`src/rtl/maze_pkg.sv`:
```
// rtl/maze_pkg.sv - shared maze geometry defaults, colours and FSM/direction types
package maze_pkg;

  localparam int DEF_WIDTH  = 96;
  localparam int DEF_HEIGHT = 64;

  localparam logic [15:0] WALL   = 16'hFFFF;
  localparam logic [15:0] GOAL   = 16'h001F;
  localparam logic [15:0] PLAYER = 16'hF800;
  localparam logic [15:0] WIN    = 16'h07E0;

  typedef enum logic [1:0] {IDLE, PROBE, DRAIN, COMMIT} state_e;
  typedef enum logic [1:0] {UP, DOWN, LEFT, RIGHT} dir_e;

endpackage

```
`src/rtl/maze_collision_probe.sv`:
```
// rtl/maze_collision_probe.sv - move-check FSM walking the candidate's leading edge on the ROM probe port
module maze_collision_probe
  import maze_pkg::*;
#(
  parameter int WIDTH  = DEF_WIDTH,
  parameter int SPRITE = 5
) (
  input  logic        clk,
  input  logic        rst_n,
  input  logic        req,
  input  dir_e        req_dir,
  input  logic [6:0]  pos_x,
  input  logic [5:0]  pos_y,
  input  logic [15:0] probe_data,
  output logic [12:0] probe_index,
  output logic        busy,
  output logic        commit,
  output logic [6:0]  new_x,
  output logic [5:0]  new_y,
  output logic        goal
);

  localparam int CW = (SPRITE > 1) ? $clog2(SPRITE) : 1;
  localparam logic [CW-1:0] LAST = CW'(SPRITE - 1);

  state_e          state_q, state_d;
  dir_e            dir_q, dir_d;
  logic [6:0]      nx_q, nx_d, cand_x;
  logic [5:0]      ny_q, ny_d, cand_y;
  logic [CW-1:0]   cnt_q, cnt_d;
  logic            blocked_q, blocked_d;
  logic            goal_q, goal_d;
  logic            eval_q, eval_d;
  logic [12:0]     probe_index_q, probe_index_d;

  // Address of leading-edge pixel k for a sprite whose top-left is (x, y).
  function automatic logic [12:0] edge_addr(dir_e d, logic [6:0] x, logic [5:0] y,
                                            logic [CW-1:0] k);
    logic [12:0] ex, ey;
    ex = 13'(x);
    ey = 13'(y);
    case (d)
      UP:      ex = ex + 13'(k);
      DOWN:    begin ex = ex + 13'(k); ey = ey + 13'(SPRITE - 1); end
      LEFT:    ey = ey + 13'(k);
      default: begin ex = ex + 13'(SPRITE - 1); ey = ey + 13'(k); end
    endcase
    return ey * 13'(WIDTH) + ex;
  endfunction

  always_ff @(posedge clk) begin
    if (!rst_n) state_q <= IDLE;
    else        state_q <= state_d;
  end

  always_comb begin
    state_d = state_q;
    case (state_q)
      IDLE:    if (req) state_d = PROBE;
      PROBE:   if (cnt_q == LAST) state_d = DRAIN;
      DRAIN:   state_d = COMMIT;
      default: state_d = IDLE;
    endcase
  end

  always_comb begin
    cand_x = pos_x;
    cand_y = pos_y;
    case (req_dir)
      UP:      cand_y = pos_y - 6'd1;
      DOWN:    cand_y = pos_y + 6'd1;
      LEFT:    cand_x = pos_x - 7'd1;
      default: cand_x = pos_x + 7'd1;
    endcase
  end

  // Probe address is registered one step ahead so address k is on the port during PROBE cycle k.
  always_comb begin
    dir_d         = dir_q;
    nx_d          = nx_q;
    ny_d          = ny_q;
    cnt_d         = cnt_q;
    blocked_d     = blocked_q;
    goal_d        = goal_q;
    probe_index_d = probe_index_q;
    eval_d        = (state_q == PROBE);
    if (state_q == IDLE && req) begin
      dir_d         = req_dir;
      nx_d          = cand_x;
      ny_d          = cand_y;
      cnt_d         = '0;
      blocked_d     = 1'b0;
      goal_d        = 1'b0;
      probe_index_d = edge_addr(req_dir, cand_x, cand_y, '0);
    end else if (state_q == PROBE) begin
      cnt_d = cnt_q + 1'b1;
      if (cnt_q != LAST) probe_index_d = edge_addr(dir_q, nx_q, ny_q, cnt_q + 1'b1);
    end
    if (eval_q) begin
      if (probe_data == WALL) blocked_d = 1'b1;
      if (probe_data == GOAL) goal_d    = 1'b1;
    end
  end

  always_ff @(posedge clk) begin
    if (!rst_n) begin
      dir_q         <= UP;
      nx_q          <= '0;
      ny_q          <= '0;
      cnt_q         <= '0;
      blocked_q     <= 1'b0;
      goal_q        <= 1'b0;
      eval_q        <= 1'b0;
      probe_index_q <= '0;
    end else begin
      dir_q         <= dir_d;
      nx_q          <= nx_d;
      ny_q          <= ny_d;
      cnt_q         <= cnt_d;
      blocked_q     <= blocked_d;
      goal_q        <= goal_d;
      eval_q        <= eval_d;
      probe_index_q <= probe_index_d;
    end
  end

  always_comb begin
    busy        = (state_q != IDLE);
    commit      = (state_q == COMMIT) && !blocked_q;
    goal        = goal_q;
    new_x       = nx_q;
    new_y       = ny_q;
    probe_index = probe_index_q;
  end

endmodule

```
`src/rtl/maze_player_overlay.sv`:
```
// rtl/maze_player_overlay.sv - player sprite position, win flag and display overlay
// MAZE_WIN_BLINK_EN: blink the win sprite with a move_tick-driven counter.
module maze_player_overlay
  import maze_pkg::*;
#(
  parameter int WIDTH   = DEF_WIDTH,
  parameter int HEIGHT  = DEF_HEIGHT,
  parameter int SPRITE  = 5,
  parameter int START_X = 5,
  parameter int START_Y = 5
) (
  input  logic        clk,
  input  logic        rst_n,
  input  logic        move_tick,
  input  logic        btn_u,
  input  logic        btn_d,
  input  logic        btn_l,
  input  logic        btn_r,
  input  logic [12:0] pixel_index,
  input  logic [15:0] maze_data,
  output logic [12:0] probe_index,
  input  logic [15:0] probe_data,
  output logic [15:0] oled_data,
  output logic [6:0]  player_x,
  output logic [5:0]  player_y,
  output logic        win,
  output logic        busy
);

  logic [6:0]  player_x_q, player_x_d, new_x;
  logic [5:0]  player_y_q, player_y_d, new_y;
  logic        win_q, win_d;
  logic [12:0] pix_q, pix_d;
  logic [15:0] oled_q, oled_d;
  logic [12:0] pix_x, pix_y, spr_x, spr_y;
  logic        in_sprite, hide, in_bounds, req, commit, goal;
  dir_e        req_dir;

  // A move is only requested when the candidate stays on screen; off-screen moves never start a probe.
  always_comb begin
    req_dir   = UP;
    in_bounds = 1'b0;
    if (btn_u) begin
      req_dir   = UP;
      in_bounds = (player_y_q != '0);
    end else if (btn_d) begin
      req_dir   = DOWN;
      in_bounds = (int'(player_y_q) + SPRITE != HEIGHT);
    end else if (btn_l) begin
      req_dir   = LEFT;
      in_bounds = (player_x_q != '0);
    end else if (btn_r) begin
      req_dir   = RIGHT;
      in_bounds = (int'(player_x_q) + SPRITE != WIDTH);
    end
  end

  assign req = move_tick && !win_q && !busy && in_bounds;

  maze_collision_probe #(
    .WIDTH  (WIDTH),
    .SPRITE (SPRITE)
  ) u_probe (
    .clk         (clk),
    .rst_n       (rst_n),
    .req         (req),
    .req_dir     (req_dir),
    .pos_x       (player_x_q),
    .pos_y       (player_y_q),
    .probe_data  (probe_data),
    .probe_index (probe_index),
    .busy        (busy),
    .commit      (commit),
    .new_x       (new_x),
    .new_y       (new_y),
    .goal        (goal)
  );

`ifdef MAZE_WIN_BLINK_EN
  logic [3:0] blink_q, blink_d;

  always_comb begin
    blink_d = blink_q;
    if (win_q && move_tick) blink_d = blink_q + 4'd1;
  end

  always_ff @(posedge clk) begin
    if (!rst_n) blink_q <= '0;
    else        blink_q <= blink_d;
  end

  assign hide = blink_q[3];
`else
  assign hide = 1'b0;
`endif

  always_comb begin
    pix_x     = pix_q % 13'(WIDTH);
    pix_y     = pix_q / 13'(WIDTH);
    spr_x     = 13'(player_x_q);
    spr_y     = 13'(player_y_q);
    in_sprite = (pix_x >= spr_x) && (pix_x < spr_x + 13'(SPRITE)) &&
                (pix_y >= spr_y) && (pix_y < spr_y + 13'(SPRITE));
    pix_d     = pixel_index;
    oled_d    = maze_data;
    if (in_sprite && !hide) oled_d = win_q ? WIN : PLAYER;
  end

  always_comb begin
    player_x_d = player_x_q;
    player_y_d = player_y_q;
    win_d      = win_q;
    if (commit) begin
      player_x_d = new_x;
      player_y_d = new_y;
      if (goal) win_d = 1'b1;
    end
  end

  always_ff @(posedge clk) begin
    if (!rst_n) begin
      player_x_q <= 7'(START_X);
      player_y_q <= 6'(START_Y);
      win_q      <= 1'b0;
      pix_q      <= '0;
      oled_q     <= '0;
    end else begin
      player_x_q <= player_x_d;
      player_y_q <= player_y_d;
      win_q      <= win_d;
      pix_q      <= pix_d;
      oled_q     <= oled_d;
    end
  end

  assign player_x  = player_x_q;
  assign player_y  = player_y_q;
  assign win       = win_q;
  assign oled_data = oled_q;

endmodule

```
`config.mk`:
```
export PLATFORM = sky130hd
export DESIGN_NAME = maze_player_overlay
export DESIGN_NICKNAME = d
export VERILOG_FILES = /design/src/rtl/maze_pkg.sv /design/src/rtl/maze_collision_probe.sv /design/src/rtl/maze_player_overlay.sv
export SDC_FILE = /design/constraint.sdc
export NUM_CORES = 1
export LEC_CHECK = 0
export CORE_MARGIN = 2
export CORE_UTILIZATION = 58
export CTS_CLUSTER_SIZE = 12
export DETAILED_ROUTE_END_ITERATION = 6
export DONT_BUFFER_PORTS = 1
export GPL_TIMING_DRIVEN = 0
export PLACE_DENSITY = 0.77
export SLEW_MARGIN = 5
export SYNTH_ARGS = -nofsm -noshare
export SYNTH_HDL_FRONTEND = slang
export SYNTH_SLANG_ARGS = --single-unit
```
`constraint.sdc`:
```
create_clock -name clk -period 4.34 [get_ports clk]
set_input_delay 0.868 -clock clk [delete_from_list [all_inputs] [get_ports clk]]
set_output_delay 0.868 -clock clk [all_outputs]
set_load 0.01 [all_outputs]
```
==> run summary, run 1 <==
outcome - finished clean
largest net degree at the start of global routing - 15
FMAX - 0.234 GHz
met1 usage - 33.8%
worst min path class - reg -> reg
fin area - 7130 um2
relative slew slack - 51.4%
final worst-path cycle share - 98.4%
dpl ws - -396 ps
worst-margin pin slew - 727 ps
synthesized area per cell - 8.20 um2
Max-Cap Viols - 0
FF+latch count, synth - 79
Vias/cell - 6.16
number of global-route vias before repair - 5650
Top FF cell, synth - dfxtp_1
row count - 38
Synth async-reset ratio - 0%
setup violators final - 0
gr busiest metal - met2
DP Cell Count - 929
initial antenna violation count - 0
CTS Root Cell - clkbuf_8
largest cells by area after synthesis - dfxtp_1 (24%), ha_1 (15%), xnor2_1 (5.1%), a21oi_1 (4.3%), nand2_1 (3.8%)
Post-synth EDFFs - 0
drt first pass iters - 5
TritonCTS buffer count - 9
met3 Use GR - 6.58%
DP HPWL - 12900 um
Critical Path Source Type - input pin
Vert. Die Dim - 110 um
WS Path Type - in -> reg
Critical Path Max Stage Delay - 620 ps
post-route ant nets - 0
synth warn - 0
H-tree depth - 3
Yosys top cell by area - dfxtp_1
met2 usage - 50.1%
Area Overhead vs Synth - 10.2%
Overflow after GRT - 0
CTS tree - built
GRT Resource Usage Total - 28.4%
fin crit period - 4270 ps
Cell variety after synth - 71
first-pass GRT wire length - 26800 um
PwrDens - 390 nW/um2
leakage - 2.97 nW
Syn Nets - 924
GP Congestion - 0.924
# port buffers - 0
total power - 2.78 mW
WHS - 523 ps
final hold vios - 0
worst endpoint required time - 4640 ps
most frequent cells in the layout - dfxtp_1 (75), ha_1 (74), nand2_1 (65)
drt total wl - 17300 um
clock tree buffer depth - 2
Post-layout nets - 946
critical-path cell list - nand2b_1, clkbuf_4, ha_1, a21o_1, a21oi_1, xor2_1, o21ai_2, ha_1, nor2_1, nor2_2, ha_4, a21o_1, a21oi_2, xnor2_2, or4b_2, xnor2_1, nand2_1, a21oi_2
Post-Place Cell Area - 6660 um2
routed len/inst - 18.1 um
nature of the critical path endpoint - flop
share of the synthesized area in the top cell type - 24.4%
synthesized cell area - 6470 um2
Worst Path Buf+Inv - 1
highest-delay cell along the critical path - or4b_2
fin cells - 956
ratio of cells with drive above 1 in the final layout - 12.9%
Die X - 110 um
Clock Latency Late Sink - 390 ps
Final TNS setup - 0 ps
Slew Limit Fails - 0
drc violations - 0
clock slew at reported path FFs - 80 ps
I/O pin total - 96
DRT iter0 DRCs - 445
maximum vdd drop - 0.371 mV
via count - 5892
Util after Layout - 65.8%
crit path max fanout - 10
clock skew - 14.7 ps
Initial Utilization - 59.7%
most common cell after layout, fill and taps aside - dfxtp_1
die area - 12000 um2
Seq/Total Area, Yosys - 24.4%
final setup margin - 71.2 ps
CP top delay family - simple AND/OR/NAND/NOR gates
RSZ-0062 raised after global routing - true
post-synthesis cell count - 789
CP Data Arrival Time - 4570 ps
core region area - 10800 um2
clock sinks - 79
n_diodes - 0
-- cell type report --
type                            instances  area [um2]
Inverter                               48         180
Clock inverter                          6        71.3
Buffer                                 41         216
Multi-Input combinational cell        621        4690
Tap cell                              140         175
Clock buffer                           10         128
Fill cell                             911        3710
Sequential cell                        79        1590
Timing Repair Buffer                   11        82.6
-- flip-flops by register name, indices dropped and copies added (netlist names) --
name                 flops
win                      1
u_probe.state_q          2
u_probe.eval_q           1
u_probe.dir_q            2
u_probe.cnt_q            3
pix_q                   13
u_probe.new_y            6
player_y                 6
u_probe.blocked_q        1
u_probe.goal             1
oled_data               16
player_x                 7
u_probe.probe_index     13
u_probe.new_x            7
-- cell usage after synthesis (all sizes together), types with 5 or more instances --
library cell	n
o211ai	11
a31oi	5
nor2	64
ha	75
o21bai	6
inv	48
fa	8
clkbuf	18
and2	22
nand2b	10
nor4	11
mux2i	18
a211oi	19
o31ai	6
xor2	21
dfxtp	79
o21ai	38
nor3b	9
o21a	10
nand2	65
nor2b	13
nor3	11
o2111ai	5
xnor2	38
a221oi	7
a21o	19
nand3	18
a21oi	55
buf	23
nand3b	5
-- where the power goes --
group	switching [mW]	internal [mW]	leakage (nW)	total, mW
clock	0.297	0.268	0.0927	0.566
sequential	0.127	0.827	0.650	0.954
combinational	0.733	0.529	2.23	1.26
total	1.16	1.62	2.97	2.78
-- metal layers --
layer	share of wire, %	up-vias	wire length, um
li1	-	2830	-
met1	40	2810	7000
met2	50	211	8610
met3	7.3	41	1270
met4	2.6	0	450
met5	0	-	0
-- timing repair --
item	CTS	global route
setup buffers	0	11
endpoints found under the setup margin	1	19
hold buffers	0	0
pin swaps	1	10
gates resized for setup	9	36
-- cells by family (layout without fill, tap and decap cells) --
family	Yosys count	in the layout	share of synthesized area, %
AOI/OAI and AO/OA	202	202	20.9
xor gates and xnor gates	59	59	7.99
adders and majority gates	84	84	17.1
buffers and inverters	89	116	5.92
DFF	79	79	24.4
muxes	21	21	3.31
other	1	1	0.0579
and+or+nand+nor	254	254	20.3
-- worst paths after layout --
kind / cells after the start / start / slack, ps / endpoint
min: 1 / u_probe.blocked_q$_SDFF_PN0_ / 520 / u_probe.blocked_q$_SDFF_PN0_
min reg2reg: 1 / u_probe.blocked_q$_SDFF_PN0_ / 520 / u_probe.blocked_q$_SDFF_PN0_
max: 18 / btn_u / 70 / u_probe.probe_index[11]$_SDFFE_PN0P_
max reg2reg: 18 / pix_q[7]$_SDFF_PN0_ / 190 / oled_data[14]$_SDFF_PN0_
Power figures use the tool's default switching activity.
==> run 2, diff against run 1 <==
--- a/config.mk
+++ b/config.mk
@@ -12,6 +12,7 @@
 export DONT_BUFFER_PORTS = 1
 export GPL_TIMING_DRIVEN = 0
 export PLACE_DENSITY = 0.77
+export SETUP_SLACK_MARGIN = 0.02
 export SLEW_MARGIN = 5
 export SYNTH_ARGS = -nofsm -noshare
 export SYNTH_HDL_FRONTEND = slang
==> run summary, run 2 (synthesized netlist as in run 1, its figures left out) <==
met3 Use GR - 6.70% (+0.12 points)
dpl ws - -316 ps (+80.0 ps)
WS Path Type - in -> reg
CTS Root Cell - clkbuf_8
clock tree buffer depth - 2 (unchanged)
final worst-path cycle share - 97.1% (-1.3 points)
met2 usage - 50.4% (+0.22 points)
outcome - finished clean
drt total wl - 16800 um (-3.3%)
total power - 2.72 mW (-2.1%)
crit path max fanout - 10 (unchanged)
Hold-fix buffers, CTS - 0 (unchanged)
highest-delay cell along the critical path - or4b_4
Vias/cell - 6.18 (+0.20%)
PwrDens - 386 nW/um2 (-1.0%)
Vert. Die Dim - 110 um (unchanged)
post-route ant nets - 0 (unchanged)
sequential power share - 34.9% (+0.6 points)
worst min path class - reg -> reg
H-tree depth - 3 (unchanged)
relative slew slack - 55.5% (+4.1 points)
DRT iter0 DRCs - 429 (-3.6%)
nature of the critical path endpoint - flop
clock share of power - 20.0% (-0.3 points)
Die X - 110 um (unchanged)
Max-Cap Viols - 0 (unchanged)
Overflow after GRT - 0 (unchanged)
net switching power - 1.16 mW (about the same)
DP HPWL - 12900 um (+0.20%)
ratio of cells with drive above 1 in the final layout - 11.5% (-1.4 points)
Worst Hold Path Cells - 2 (+1)
CP Data Arrival Time - 4530 ps (-40 ps)
drt first pass iters - 5 (unchanged)
die area - 12000 um2 (unchanged)
final setup margin - 127 ps (+56.0 ps)
Critical Path Source Type - input pin
clock skew - 17.7 ps (+2.96 ps)
leakage - 2.92 nW (-1.6%)
number of global-route vias before repair - 5736 (+1.5%)
GP Congestion - 0.950 (+2.9%)
FMAX - 0.237 GHz (+1.3%)
most common cell after layout, fill and taps aside - dfxtp_1
max FFs per register - 16 (unchanged)
Util after Layout - 65.0% (-0.74 points)
n_diodes - 0 (unchanged)
initial antenna violation count - 0 (unchanged)
worst-margin pin slew - 667 ps (-59.4 ps)
maximum vdd drop - 0.308 mV (-17%)
TritonCTS buffer count - 9 (unchanged)
first-pass GRT wire length - 26500 um (-1.3%)
final hold vios - 0 (unchanged)
Clock Latency Late Sink - 390 ps (about the same)
CTS tree - built
Area Overhead vs Synth - 8.93%
Reg2Reg Depth - 16 (-2)
GRT Resource Usage Total - 28.1% (-0.26 points)
Critical Path Max Stage Delay - 490 ps (-130 ps)
CP dominant cell by count - ha_1
Internal - 1.57 mW (-3.6%)
row count - 38 (unchanged)
worst endpoint required time - 4650 ps (about the same)
# port buffers - 0 (unchanged)
Slew Limit Fails - 0 (unchanged)
fin crit period - 4210 ps (-56.0 ps)
I/O pin total - 96 (unchanged)
drc violations - 0 (unchanged)
CP top delay family - compound AO/OA/AOI/OAI gates
most frequent cells in the layout - dfxtp_1 (77), ha_1 (74), nand2_1 (65)
largest net degree at the start of global routing - 16 (+1)
met1 usage - 32.5% (-1.3 points)
clock slew at reported path FFs - 80 ps (about the same)
fin area - 7050 um2 (-1.1%)
Sw Ratio - 42.5% (+0.91 points)
Worst Path Buf+Inv - 1 (unchanged)
gr busiest metal - met2
Post-Place Cell Area - 6670 um2 (about the same)
Post-layout nets - 942 (-0.42%)
via count - 5879 (-0.22%)
critical-path cell list - nand2b_1, clkbuf_4, ha_1, a21o_1, a21oi_2, xor2_1, o21ai_2, ha_1, nor2_1, nor2_2, ha_1, a21o_1, a21oi_2, xnor2_2, or4b_4, xnor2_1, nand2_1, a21oi_1
routed len/inst - 17.6 um (-2.9%)
combinational share of power - 45.1% (-0.3 points)
WHS - 505 ps (-18.2 ps)
core region area - 10800 um2 (unchanged)
Crit. path cell count - 18 (unchanged)
Initial Utilization - 59.7% (unchanged)
clock sinks - 79 (unchanged)
setup violators final - 0 (unchanged)
# fillers - 945 (+3.7%)
[run 2: cell types whose count changed in the layout (fill, tap and decap cells not counted), moves of 2 or more]
cell,previous run,this run
a21oi_1,45,50
a21oi_2,10,5
buf_2,10,8
buf_4,13,8
clkinv_4,3,1
dfxtp_1,75,77
dfxtp_2,4,2
inv_6,0,3
[run 2: worst min-delay path, cell delays in order, from the launching register on]
cell and delay [ps]:
dfxtp_1 350, nand2_1 70, o41ai_1 50
[run 2: through the flow]
| step | TNS, ps | instances |
|---|---|---|
| 6_report | 0 | 952 |
| 3_3_place_gp | -347 | 929 |
| 2_1_floorplan | 0 | 789 |
| 3_5_place_dp | -707 | 929 |
| 5_1_grt | -14.8 | 952 |
| 4_1_cts | 0 | 945 |
[run 2: layout make-up]
| class | count | area [um2] | share of cell area [%] |
|---|---|---|---|
| clock inverters | 6 | 50.0 | 0.710 |
| well taps | 140 | 175 | 2.48 |
| repair buffers | 7 | 52.6 | 0.745 |
| flip-flops and latches | 79 | 1580 | 22.5 |
| clock buffers | 10 | 138 | 1.95 |
| inverters | 48 | 180 | 2.56 |
| multi-input cells | 621 | 4650 | 65.9 |
| plain buffers | 41 | 223 | 3.16 |
[run 2: final timing paths]
check / end / start / slack (ps)
setup / recovery: u_probe.probe_index[11]$_SDFFE_PN0P_ / btn_u / 130
hold / removal: u_probe.goal$_SDFF_PN0_ / u_probe.goal$_SDFF_PN0_ / 500
setup reg to reg: oled_data[14]$_SDFF_PN0_ / pix_q[7]$_SDFF_PN0_ / 270
hold reg to reg: u_probe.goal$_SDFF_PN0_ / u_probe.goal$_SDFF_PN0_ / 500
[run 2: power by group through the flow]
stage	clock, mW	combinational, mW	sequential [mW]
2_1_floorplan	0	0.931	0.931
3_3_place_gp	0	1.12	0.962
3_5_place_dp	0	1.17	0.967
4_1_cts	0.549	1.18	0.950
5_1_grt	0.575	1.36	0.962
6_report	0.545	1.23	0.951
[run 2: timing repair]
item	4_1_cts	5_1_grt
buffers inserted	0	7
endpoints found under the hold margin	0	0
endpoints found under the setup margin	0	20
resized for setup	0	38
[run 2: layer usage]
| layer | share of wire [%] | wire length, um |
|---|---|---|
| met5 | 0 | 0 |
| met1 | 41 | 6850 |
| met2 | 50 | 8420 |
| met4 | 2.3 | 380 |
| met3 | 6.6 | 1110 |
